**src/rtl/uart_pkg.sv**
```systemverilog
// uart_pkg: state encodings, default bit period and parity helper shared by the UART transmitter and receiver.
package uart_pkg;

    localparam int c_DEFAULT_CYCLES_PER_BIT = 434;

    typedef enum logic [5:0] {
        ST_IDLE    = 6'b000001,
        ST_START   = 6'b000010,
        ST_DATA    = 6'b000100,
        ST_PARITY  = 6'b001000,
        ST_STOP    = 6'b010000,
        ST_CLEANUP = 6'b100000
    } uart_state_t;

    // Even parity when odd=0; odd parity inverts it.
    function automatic logic parity_bit(input logic [7:0] data, input logic odd);
        return (^data) ^ odd;
    endfunction

endpackage

```
**src/rtl/uart_baud_cnt.sv**
```systemverilog
// uart_baud_cnt: per-bit cycle counter, counts 0..c_CYCLES_PER_BIT-1 and ticks on the last cycle of each bit.
module uart_baud_cnt
    import uart_pkg::*;
#(
    parameter int c_CYCLES_PER_BIT = c_DEFAULT_CYCLES_PER_BIT
) (
    input  logic i_CLK,
    input  logic i_RST,
    input  logic i_CLR,
    output logic o_TICK
);

    localparam int c_W = $clog2(c_CYCLES_PER_BIT);

    logic [c_W-1:0] r_cnt;

    assign o_TICK = r_cnt == c_W'(c_CYCLES_PER_BIT - 1);

    always_ff @(posedge i_CLK or posedge i_RST) begin
        if (i_RST)
            r_cnt <= '0;
        else if (i_CLR || o_TICK)
            r_cnt <= '0;
        else
            r_cnt <= r_cnt + 1'b1;
    end

endmodule

```
**src/rtl/uart_tx.sv**
```systemverilog
// uart_tx: 8-bit UART transmitter, start/8 data LSB first/stop; define UART_TX_PARITY_EN to add a parity bit.
module uart_tx
    import uart_pkg::*;
#(
    parameter int c_CYCLES_PER_BIT = c_DEFAULT_CYCLES_PER_BIT
) (
    input  logic       i_CLK,
    input  logic       i_RST,
    input  logic       i_TX_DV,
    input  logic [7:0] i_TX_BYTE,
    input  logic       i_PARITY,
    output logic       o_TX_SERIAL,
    output logic       o_TX_ACTIVE,
    output logic       o_TX_DONE
);

    uart_state_t r_state, w_next;
    logic [7:0]  r_byte;
    logic [2:0]  r_idx;
    logic        w_tick;
    logic        w_clr;

`ifdef UART_TX_PARITY_EN
    localparam uart_state_t c_AFTER_DATA = ST_PARITY;
    logic r_odd;
    logic w_par;
    assign w_par = parity_bit(r_byte, r_odd);
`else
    localparam uart_state_t c_AFTER_DATA = ST_STOP;
    logic unused_parity;
    assign unused_parity = i_PARITY;
`endif

    assign w_clr = (r_state == ST_IDLE) || (r_state == ST_CLEANUP);

    uart_baud_cnt #(.c_CYCLES_PER_BIT(c_CYCLES_PER_BIT)) u_baud (
        .i_CLK  (i_CLK),
        .i_RST  (i_RST),
        .i_CLR  (w_clr),
        .o_TICK (w_tick)
    );

    always_ff @(posedge i_CLK or posedge i_RST) begin
        if (i_RST)
            r_state <= ST_IDLE;
        else
            r_state <= w_next;
    end

    // Any encoding not listed falls to the default and recovers to IDLE.
    always_comb begin
        w_next = ST_IDLE;
        case (r_state)
            ST_IDLE:    w_next = i_TX_DV ? ST_START : ST_IDLE;
            ST_START:   w_next = w_tick ? ST_DATA : ST_START;
            ST_DATA:    w_next = (w_tick && r_idx == 3'd7) ? c_AFTER_DATA : ST_DATA;
`ifdef UART_TX_PARITY_EN
            ST_PARITY:  w_next = w_tick ? ST_STOP : ST_PARITY;
`endif
            ST_STOP:    w_next = w_tick ? ST_CLEANUP : ST_STOP;
            ST_CLEANUP: w_next = ST_IDLE;
            default:    w_next = ST_IDLE;
        endcase
    end

    always_ff @(posedge i_CLK or posedge i_RST) begin
        if (i_RST) begin
            r_byte <= '0;
            r_idx  <= '0;
`ifdef UART_TX_PARITY_EN
            r_odd  <= 1'b0;
`endif
        end else if (r_state == ST_IDLE) begin
            r_idx <= '0;
            if (i_TX_DV) begin
                r_byte <= i_TX_BYTE;
`ifdef UART_TX_PARITY_EN
                r_odd  <= i_PARITY;
`endif
            end
        end else if (r_state == ST_DATA && w_tick) begin
            r_idx <= r_idx + 3'd1;
        end
    end

    always_comb begin
        o_TX_SERIAL = 1'b1;
        o_TX_ACTIVE = 1'b0;
        o_TX_DONE   = 1'b0;
        case (r_state)
            ST_START: begin
                o_TX_SERIAL = 1'b0;
                o_TX_ACTIVE = 1'b1;
            end
            ST_DATA: begin
                o_TX_SERIAL = r_byte[r_idx];
                o_TX_ACTIVE = 1'b1;
            end
`ifdef UART_TX_PARITY_EN
            ST_PARITY: begin
                o_TX_SERIAL = w_par;
                o_TX_ACTIVE = 1'b1;
            end
`endif
            ST_STOP:    o_TX_ACTIVE = 1'b1;
            ST_CLEANUP: o_TX_DONE   = 1'b1;
            default:    o_TX_SERIAL = 1'b1;
        endcase
    end

endmodule
```
**config.mk**
```make
export PLATFORM = sky130hd
export DESIGN_NAME = uart_tx
export DESIGN_NICKNAME = d
export VERILOG_FILES = /design/src/rtl/uart_pkg.sv /design/src/rtl/uart_baud_cnt.sv /design/src/rtl/uart_tx.sv
export SDC_FILE = /design/constraint.sdc
export NUM_CORES = 1
export LEC_CHECK = 0
export CORE_ASPECT_RATIO = 1.4
export CORE_MARGIN = 2
export CORE_UTILIZATION = 40
export CTS_BUF_LIST = sky130_fd_sc_hd__clkbuf_2 sky130_fd_sc_hd__clkbuf_4 sky130_fd_sc_hd__clkbuf_8
export DETAILED_ROUTE_END_ITERATION = 7
export PLACE_DENSITY = 0.73
export SLEW_MARGIN = 20
export SYNTH_ARGS = -nofsm -noshare
export SYNTH_HDL_FRONTEND = slang
export SYNTH_HIERARCHICAL = 1
export SYNTH_SLANG_ARGS = --single-unit
```
**constraint.sdc**
```tcl
create_clock -name i_CLK -period 1.7 [get_ports i_CLK]
set_input_delay 0.17 -clock i_CLK [delete_from_list [all_inputs] [get_ports i_CLK]]
set_output_delay 0.17 -clock i_CLK [all_outputs]
set_load 0.005 [all_outputs]
```
# Word-level counts from Yosys, hierarchy flattened
# Index checks and enable logic that the tools add are counted.
# op_classes
addsub	2
magnitude_cmp	1
eq_ne	7
mux	13
reduce_logical	7
# ops
cell	n
$pmux 6 s4	1
$add 9x1->9 const B	1
$eq 9x9->1 const B	1
$mux 3	3
$mux 9	1
$eq 6x1->1 const B	1
$eq 6x2->1 const B	1
$eq 6x3->1 const B	1
$eq 6x5->1 const B	1
$eq 6x6->1 const B	1
$mux 6	1
$mux 5	1
$lt 3x4->1 const B	1
$add 3x1->3 const B	1
$bmux 1 s3	1
$eq 3x3->1 const B	1
$mux 1	3
$reduce_or 3->1	1
$logic_and 1x1->1	2
$logic_or 1x1->1	2
$mux 2	1
$pmux 1 s2	1
$reduce_and 2->1	1
$reduce_bool 2->1	1
# word_totals
ff_bits	26
in_bits	12
output_inout_bits	3
word_cells	34

# Logic depth before layout (Yosys ltp)
# Gate-level depths: netlist of the first run.
# depth
ltp_word	4
depth_mapped	8
depth_no_buf	7

# Modules after synthesis
# The synthesis of the first run kept the hierarchy.
# modules_own_cells
module	instances	cells_per_inst	area_per_inst_um2	seq_area_each_um2
uart_tx	1	69	853.3	401.6
uart_baud_cnt	1	49	489.2	225.2

# Least setup slack after synthesis of the first run
# OpenSTA, ideal clock, no wires.
# synth_path
path_type	register to register
start	reg r_state[4]
end	reg r_byte[0]
setup_time_ns	0.125
arrival_ns	1.617
t_required_ns	1.575
path_slack_ns	-0.042
stages_incl_launch_ff	5
n_path_buf	1
path_cell_list	dfrtp_1 or3_4 or3_1 buf_6 mux2_4
# synth_between
elab_chain_len	2
# synth_rtl
element	line	source
start, declared	uart_tx.sv:17	uart_state_t r_state, w_next;
start signal, assigned	uart_tx.sv:47	r_state <= w_next;
$eq 6x1->1	uart_tx.sv:73	end else if (r_state == ST_IDLE) begin
$reduce_and 2->1 (no source line)	n/a	
end signal, assigned	uart_tx.sv:76	r_byte <= i_TX_BYTE;
end, declared	uart_tx.sv:18	logic [7:0] r_byte;
# Every way passes these cells.
# A chain may end at the register's enable or synchronous reset.

# Worst setup path in the final report of the first run
# layout_path
start	reg r_idx[0]
end	out o_TX_SERIAL
# layout_between
elab_chain_len	3
# layout_rtl
element	line	source
start, declared	uart_tx.sv:19	logic [2:0] r_idx;
start signal, assigned	uart_tx.sv:82	r_idx <= r_idx + 3'd1;
$bmux 1 s3	uart_tx.sv:96	o_TX_SERIAL = r_byte[r_idx];
$mux 1 (implied by the code)	uart_tx.sv:96	
$pmux 1 s2	uart_tx.sv:90	case (r_state)
end, declared	uart_tx.sv:12	output logic o_TX_SERIAL,
# Every way passes these cells. The select of a mux whose other input is x is not followed.

==> results of run 1 <==
==> worst max-delay path, delay by kind of cell (launching register included) <==
kind / cells / cell delay, ns
DFF: 1 / 0.47
AOI/OAI and AO/OA: 1 / 0.16
buffers and inverters: 1 / 0.14
muxes: 2 / 0.60
==> where the power goes <==
part | total [mW] | switching, mW | internal [mW]
registers | 0.878 | 0.123 | 0.755
logic | 0.957 | 0.377 | 0.580
clock network | 0.359 | 0.176 | 0.183
total | 2.19 | 0.676 | 1.52
==> per-layer routing <==
layer / up-vias / track usage (%) / wire length [µm]
met5: - / 0 / 0
met2: 25 / 32.50 / 1742
met3: 4 / 2.058 / 80
met1: 565 / 21.70 / 1206
met4: 0 / 5.128 / 36
li1: 523 / - / -
==> Yosys cell counts, drive strengths merged <==
master | count | area share [%]
dfrtp | 24 | 45
inv | 8 | 2.2
mux2 | 8 | 8.9
o21ai | 8 | 3.0
nor2 | 6 | 1.7
a31oi | 5 | 2.3
mux2i | 5 | 3.7
nand2 | 5 | 1.4
or3 | 5 | 3.1
ha | 4 | 3.7
nand4 | 4 | 2.3
nand3 | 3 | 1.1
nor3 | 3 | 1.1
xor2 | 3 | 2.0
buf | 2 | 1.1
nand2b | 2 | 0.93
nor3b | 2 | 1.1
a21oi | 1 | 0.37
a22o | 1 | 0.65
a32o | 1 | 0.75
and2 | 1 | 0.47
and2b | 1 | 0.56
and3 | 1 | 0.47
and4b | 1 | 0.84
clkbuf | 1 | 0.28
dfstp | 1 | 2.0
mux4 | 1 | 1.7
nor2b | 1 | 0.47
nor4 | 1 | 0.47
o211ai | 1 | 0.56
o221ai | 1 | 0.65
o311ai | 1 | 0.65
o31a | 1 | 0.75
o31ai | 1 | 1.6
or2 | 1 | 0.47
or3b | 1 | 0.65
or4 | 1 | 0.56
xnor2 | 1 | 0.65
==> flip-flops by register name, summed over array words and instances (netlist names) <==
name,count
u_baud/r_cnt,9
r_byte,8
r_state,5
r_idx,3
==> cells by family after synthesis <==
| group | after synthesis | share of synthesized area (%) |
|---|---|---|
| DFF | 25 | 46.69 |
| muxes | 14 | 14.35 |
| xor gates and xnor gates | 4 | 2.610 |
| adders and majority gates | 4 | 3.728 |
| AOI/OAI and AO/OA | 21 | 11.28 |
| buffers and inverters | 11 | 3.634 |
| and+or+nand+nor | 39 | 17.71 |
==> per-stage QoR <==
step / utilization (%) / hold WS (ns) / power (mW) / TNS [ns]
final: 57.54 / 0.2093 / 2.194 / -0.4070
after global routing: 57.54 / 0.2582 / 2.321 / -0.6644
after CTS: 55.83 / 0.2190 / 2.172 / -0.3032
after detailed placement: 53.37 / 0.5050 / 1.781 / -0.5983
after global placement: 53.37 / 0.4915 / 1.741 / -0.3968
after floorplan: - / -0.002082 / 1.396 / -0.1417
==> layout make-up <==
class	instances	area, µm²
timing repair buffer	45	370.4
clock buffer	4	48.80
multi-input combinational	82	688.2
fill	272	1339
inverter	8	30.03
tap	39	48.80
sequential	25	628.1
==> worst max-delay path by stage <==
stage | slack (ns) | endpoint | depth (start not counted)
5_1_grt | -0.17 | o_TX_SERIAL | 4
4_1_cts | -0.11 | o_TX_SERIAL | 4
2_1_floorplan | -0.02 | r_byte[0] | 4
3_3_place_gp | -0.23 | o_TX_SERIAL | 4
3_5_place_dp | -0.26 | o_TX_SERIAL | 4
6_report | -0.10 | o_TX_SERIAL | 4
==> repair_timing <==
action,4_1_cts,5_1_grt
pin swaps,3,2
setup endpoints to repair,11,17
gates resized for setup,11,7
buffers inserted,2,4
cloned,1,1
==> cell usage in the layout (no fill, tap or decap), types with 2 or more instances in the layout <==
cell type,count
nand2_1,5
mux2_4,8
xor2_1,3
or3_1,2
clkdlybuf4s50_1,10
clkbuf_8,3
nand2b_1,2
nand3_1,3
dfrtp_1,23
nor3b_1,2
nor2_1,6
o21ai_0,7
buf_6,2
ha_1,4
buf_4,29
mux2i_1,5
nor3_1,2
nand4_1,3
a31oi_1,5
inv_1,7
or3_4,3
==> impl_results.md, run 1 <==
- CTS Buf Count: 3
- Core Region: between 0.003 and 0.004 mm²
- Failing checks: negative setup slack
- Post-Syn Area per Cell: between 10 and 15 µm²
- CP Cell Sequence: mux2i_1, mux4_2, a31oi_1, buf_2
- HP Class: input port to asynchronous set/reset pin
- Cells after Synth: 118
- Crit path launch: r_idx[0]
- Worst R2R End: r_byte[3]
- Hold_buf cts: 0
- Max Cap Viol: 0
- Worst-path clk slew: ~0.08 ns
- Post-route minimum period: approximately 1.8 ns
- R2R depth: 4
- CP endpoint kind: output port
- Detailed Route Iter0 Violations: 18
- Syn. warnings: 6
- Largest net degree at the start of global routing: 17
- Reg2reg setup slack: -0.04 ns
- Worst stage delay on the critical path: 0.47 ns
- Slowest CP cell: dfrtp_2
- Layout net count: 181
- WP data required: about 1.5 ns
- Final period utilization: 106.0%
- Placed Instances: 191
- Launching point of the worst reg2reg path: r_state[2]
- Initial antenna violation count: 0
- Worst-path fanout max: 5
- Final Max Tran Viols: 0
- Final non-filler cell total: 203
- Worst Skew: 0.001622 ns
- Vias in the first global route: 1139
- Die H: 72.55 µm
- Fmax: 0.5548 GHz
- Worst Tran Pin Value: 0.6322 ns
- Endpoints failing hold: 0
- Initial Utilization: 42.58%
- Gpl congestion: 0.8401
- GR Overflow Total: 0
- Layout cell share with drive strength beyond 1: 36.59%
- Worst-case vdd ir drop: 0.0007376 V
- Die X: 52.97 µm
- Routed WL: a little over 3 mm
- Final setup violation count: 9
- Top-Level Pins: 15
- Slew HR: 57.81%
- Syn nets: 134
- Area Growth Syn to Fin: 35.14%
- Largest buffer count on any clock path: 2
- DRT Pass-1 Iters: 4
- Mapped Area: between 0.001 and 0.0015 mm²
- RSZ-0062 raised after global routing: true
- Worst Path Arrival: about 1.6 ns
- CTS Sinks: 25
- PwrDens: 1209 mW/mm²
- Crit path launch type: flop
- Final instance area: 0.001814 mm²
- HPWL after DPL: ~2.2 mm
- Placed Area: 0.001683 mm²
- Ant. Diodes: 0
- Clock Root Buffer: clkbuf_8
- Pre-CTS setup slack: -0.2559 ns
- WL/cell: 15.10 µm
- # rows: 24
- Critical path class: flop to output port
- Drt drc: 0
- Port bufs: 13
- First-pass GRT wire length: 5.112 mm
- P_leak: ~0.83 nW
- CTS tree: yes
- Die area: 0.003843 mm²
- CTS H-tree depth: 1
- Drt via density: approximately 5.5
- GRT Resource Usage Total: 17.89%
- Worst skew pair latency: 0.26 ns
- Vias: 1117
- Status: finished with violations
- FF+latch count, synth: 25
- ANT nets after route: 0
- Netlist cell types: between 40 and 50
- Seq/Total Area, Yosys: a little under half
- Fin worst setup slack: -0.1023 ns
Power figures use the tool's default switching activity.
==> inputs of run 2 (changes only) <==
--- a/config.mk
+++ b/config.mk
@@ -10,7 +10,7 @@
 export CORE_UTILIZATION = 40
 export CTS_BUF_LIST = sky130_fd_sc_hd__clkbuf_2 sky130_fd_sc_hd__clkbuf_4 sky130_fd_sc_hd__clkbuf_8
 export DETAILED_ROUTE_END_ITERATION = 7
-export PLACE_DENSITY = 0.73
+export PLACE_DENSITY = 0.71
 export SLEW_MARGIN = 20
 export SYNTH_ARGS = -nofsm -noshare
 export SYNTH_HDL_FRONTEND = slang
==> constraint.sdc (replaced) <==
create_clock -name i_CLK -period 2.3 [get_ports i_CLK]
set_input_delay 0.23 -clock i_CLK [delete_from_list [all_inputs] [get_ports i_CLK]]
set_output_delay 0.23 -clock i_CLK [all_outputs]
set_load 0.005 [all_outputs]
==> impl_results.md, run 2 (same netlist as run 1, synthesis figures left out) <==
- Gpl congestion: 0.7753
- Die X: 52.97 µm
- Core Region: 0.003153 mm²
- Die H: about 73 µm
- Slew HR: 55.50%
- Die area: 0.003843 mm²
- # rows: 24
- FILL cells: 300
- Most frequent cells in the layout: dfrtp_1 (23), clkdlybuf4s50_1 (12), inv_1 (8), mux2_4 (8), o21ai_0 (8)
- Worst R2R End: r_byte[6]
- Met1 Use GR: 16.67%
- CTS Sinks: 25
- HP Class: input port to asynchronous set/reset pin
- PwrDens: 902.6 mW/mm²
- Critical path class: flop to output port
- GRT Resource Usage Total: about 16%
- Routing usage on met3: 1.852%
- Reg with most FFs: u_baud/r_cnt
- Commonest non-fill, non-tap cell in the layout: dfrtp_1
- Routed WL: 2.508 mm
- GR Overflow Total: 0
- Worst skew pair latency: 0.27 ns
- Drt drc: 0
- RSZ-0062 raised after global routing: false
- Clock Root Buffer: clkbuf_8
- Initial antenna violation count: 0
- Worst-path fanout max: 7
- CP endpoint kind: output port
- Worst Skew: 0.003191 ns
- Initial Utilization: 42.58%
- Fmax: 0.4911 GHz
- Worst-path clk slew: 0.08 ns
- Status: complete, no violations
- Final Max Tran Viols: 0
- Crit path to: o_TX_SERIAL
- Layout net count: 151
- Crit path launch: r_state[4]
- Ant. Diodes: 0
- R2R depth: 3
- Final setup violation count: 0
- Top-Level Pins: 15
- Area Growth Syn to Fin: 16.68%
- Largest buffer count on any clock path: 2
- Crit path launch type: flop
- Reg2reg setup slack: 0.31 ns
- Hold_buf cts: 0
- First-pass GRT wire length: 4.554 mm
- Final period utilization: 88.54%
- P_leak: 0.6704 nW
- Worst Path Arrival: 1.81 ns
- Pwr Total: 1.414 mW
- Post-route minimum period: 2.036 ns
- Worst Tran Pin Value: 0.6625 ns
- Worst-case vdd ir drop: 0.0005613 V
- WP data required: between 2 and 2.5 ns
- Vias in the first global route: 1095
- FF/Latch Area: about 630 µm²
- Top Registers: u_baud/r_cnt (9), r_byte (8), r_state (5)
- Largest net degree at the start of global routing: 17
- GR peak layer: met2
- Port bufs: 13
- CTS tree: yes
- Vias: 968
- DRT Pass-1 Iters: 4
- Multi-input gate area: 666.9 µm²
- Drt via density: ~5.6
- Launching point of the worst reg2reg path: r_state[4]
- Detailed Route Iter0 Violations: 10
- Max Cap Viol: 0
- CTS Buf Count: 3
- ANT nets after route: 0
- Final TNS setup: 0 ns
- HPWL after DPL: 1.918 mm
- WL/cell: 14.50 µm
- Number of flip-flops in the largest register: 9
- GR Util met2: 30.14%
- CTS H-tree depth: 1
- Endpoints failing hold: 0
- Layout cell share with drive strength beyond 1: between 15 and 20%
run 2: layout make-up:
| class | count | share of cell area (%) |
|---|---|---|
| Inverter | 8 | 1.917 |
| Multi-Input combinational cell | 82 | 42.57 |
| Timing Repair Buffer | 15 | 9.185 |
| Clock buffer | 4 | 3.115 |
| Sequential cell | 25 | 40.10 |
| Tap cell | 39 | 3.115 |
run 2: worst min path at each step:
stage,end,slack (ns)
finish,u_baud/r_cnt[3],0.24
CTS,u_baud/r_cnt[6],0.25
global placement,r_byte[2],0.50
floorplan,u_baud/r_cnt[0],0.06
global route,u_baud/r_cnt[1],0.27
detailed placement,r_byte[2],0.50
run 2: repair_timing:
| item | 4_1_cts | 5_1_grt |
|---|---|---|
| setup buffers | 0 | 0 |
| setup endpoints to repair | 1 | 0 |
| gates resized for setup | 2 | 0 |
run 2: critical path, stage by stage (launching register included):
cell and delay, ns:
dfrtp_1 0.44, or3_4 0.45, nor3b_1 0.28, a31oi_1 0.07, dlygate4sd2_1 0.30
run 2: power by group:
group | total (mW) | internal [mW] | leakage [nW] | switching, mW
clock | 0.268 | 0.136 | 0.0262 | 0.133
combinational | 0.484 | 0.276 | 0.322 | 0.208
sequential | 0.662 | 0.558 | 0.322 | 0.104
run 2: through the flow:
step	setup WS [ns]	area (µm²)	util [%]	cells	hold slack, ns
3_3_place_gp	0.2611	1518	48.13	169	0.4952
4_1_cts	0.2478	1567	49.68	173	0.2512
5_1_grt	0.1678	1567	49.68	173	0.2732
3_5_place_dp	0.2624	1518	48.13	169	0.4988
6_report	0.2636	1567	49.68	173	0.2405
2_1_floorplan	0.5578	1343	-	118	0.05792
run 2: per-layer routing:
layer	wire (µm)	part of all wire (%)
met2	1347	54
met5	0	0
met1	999	40
met3	83	3.3
met4	77	3.1
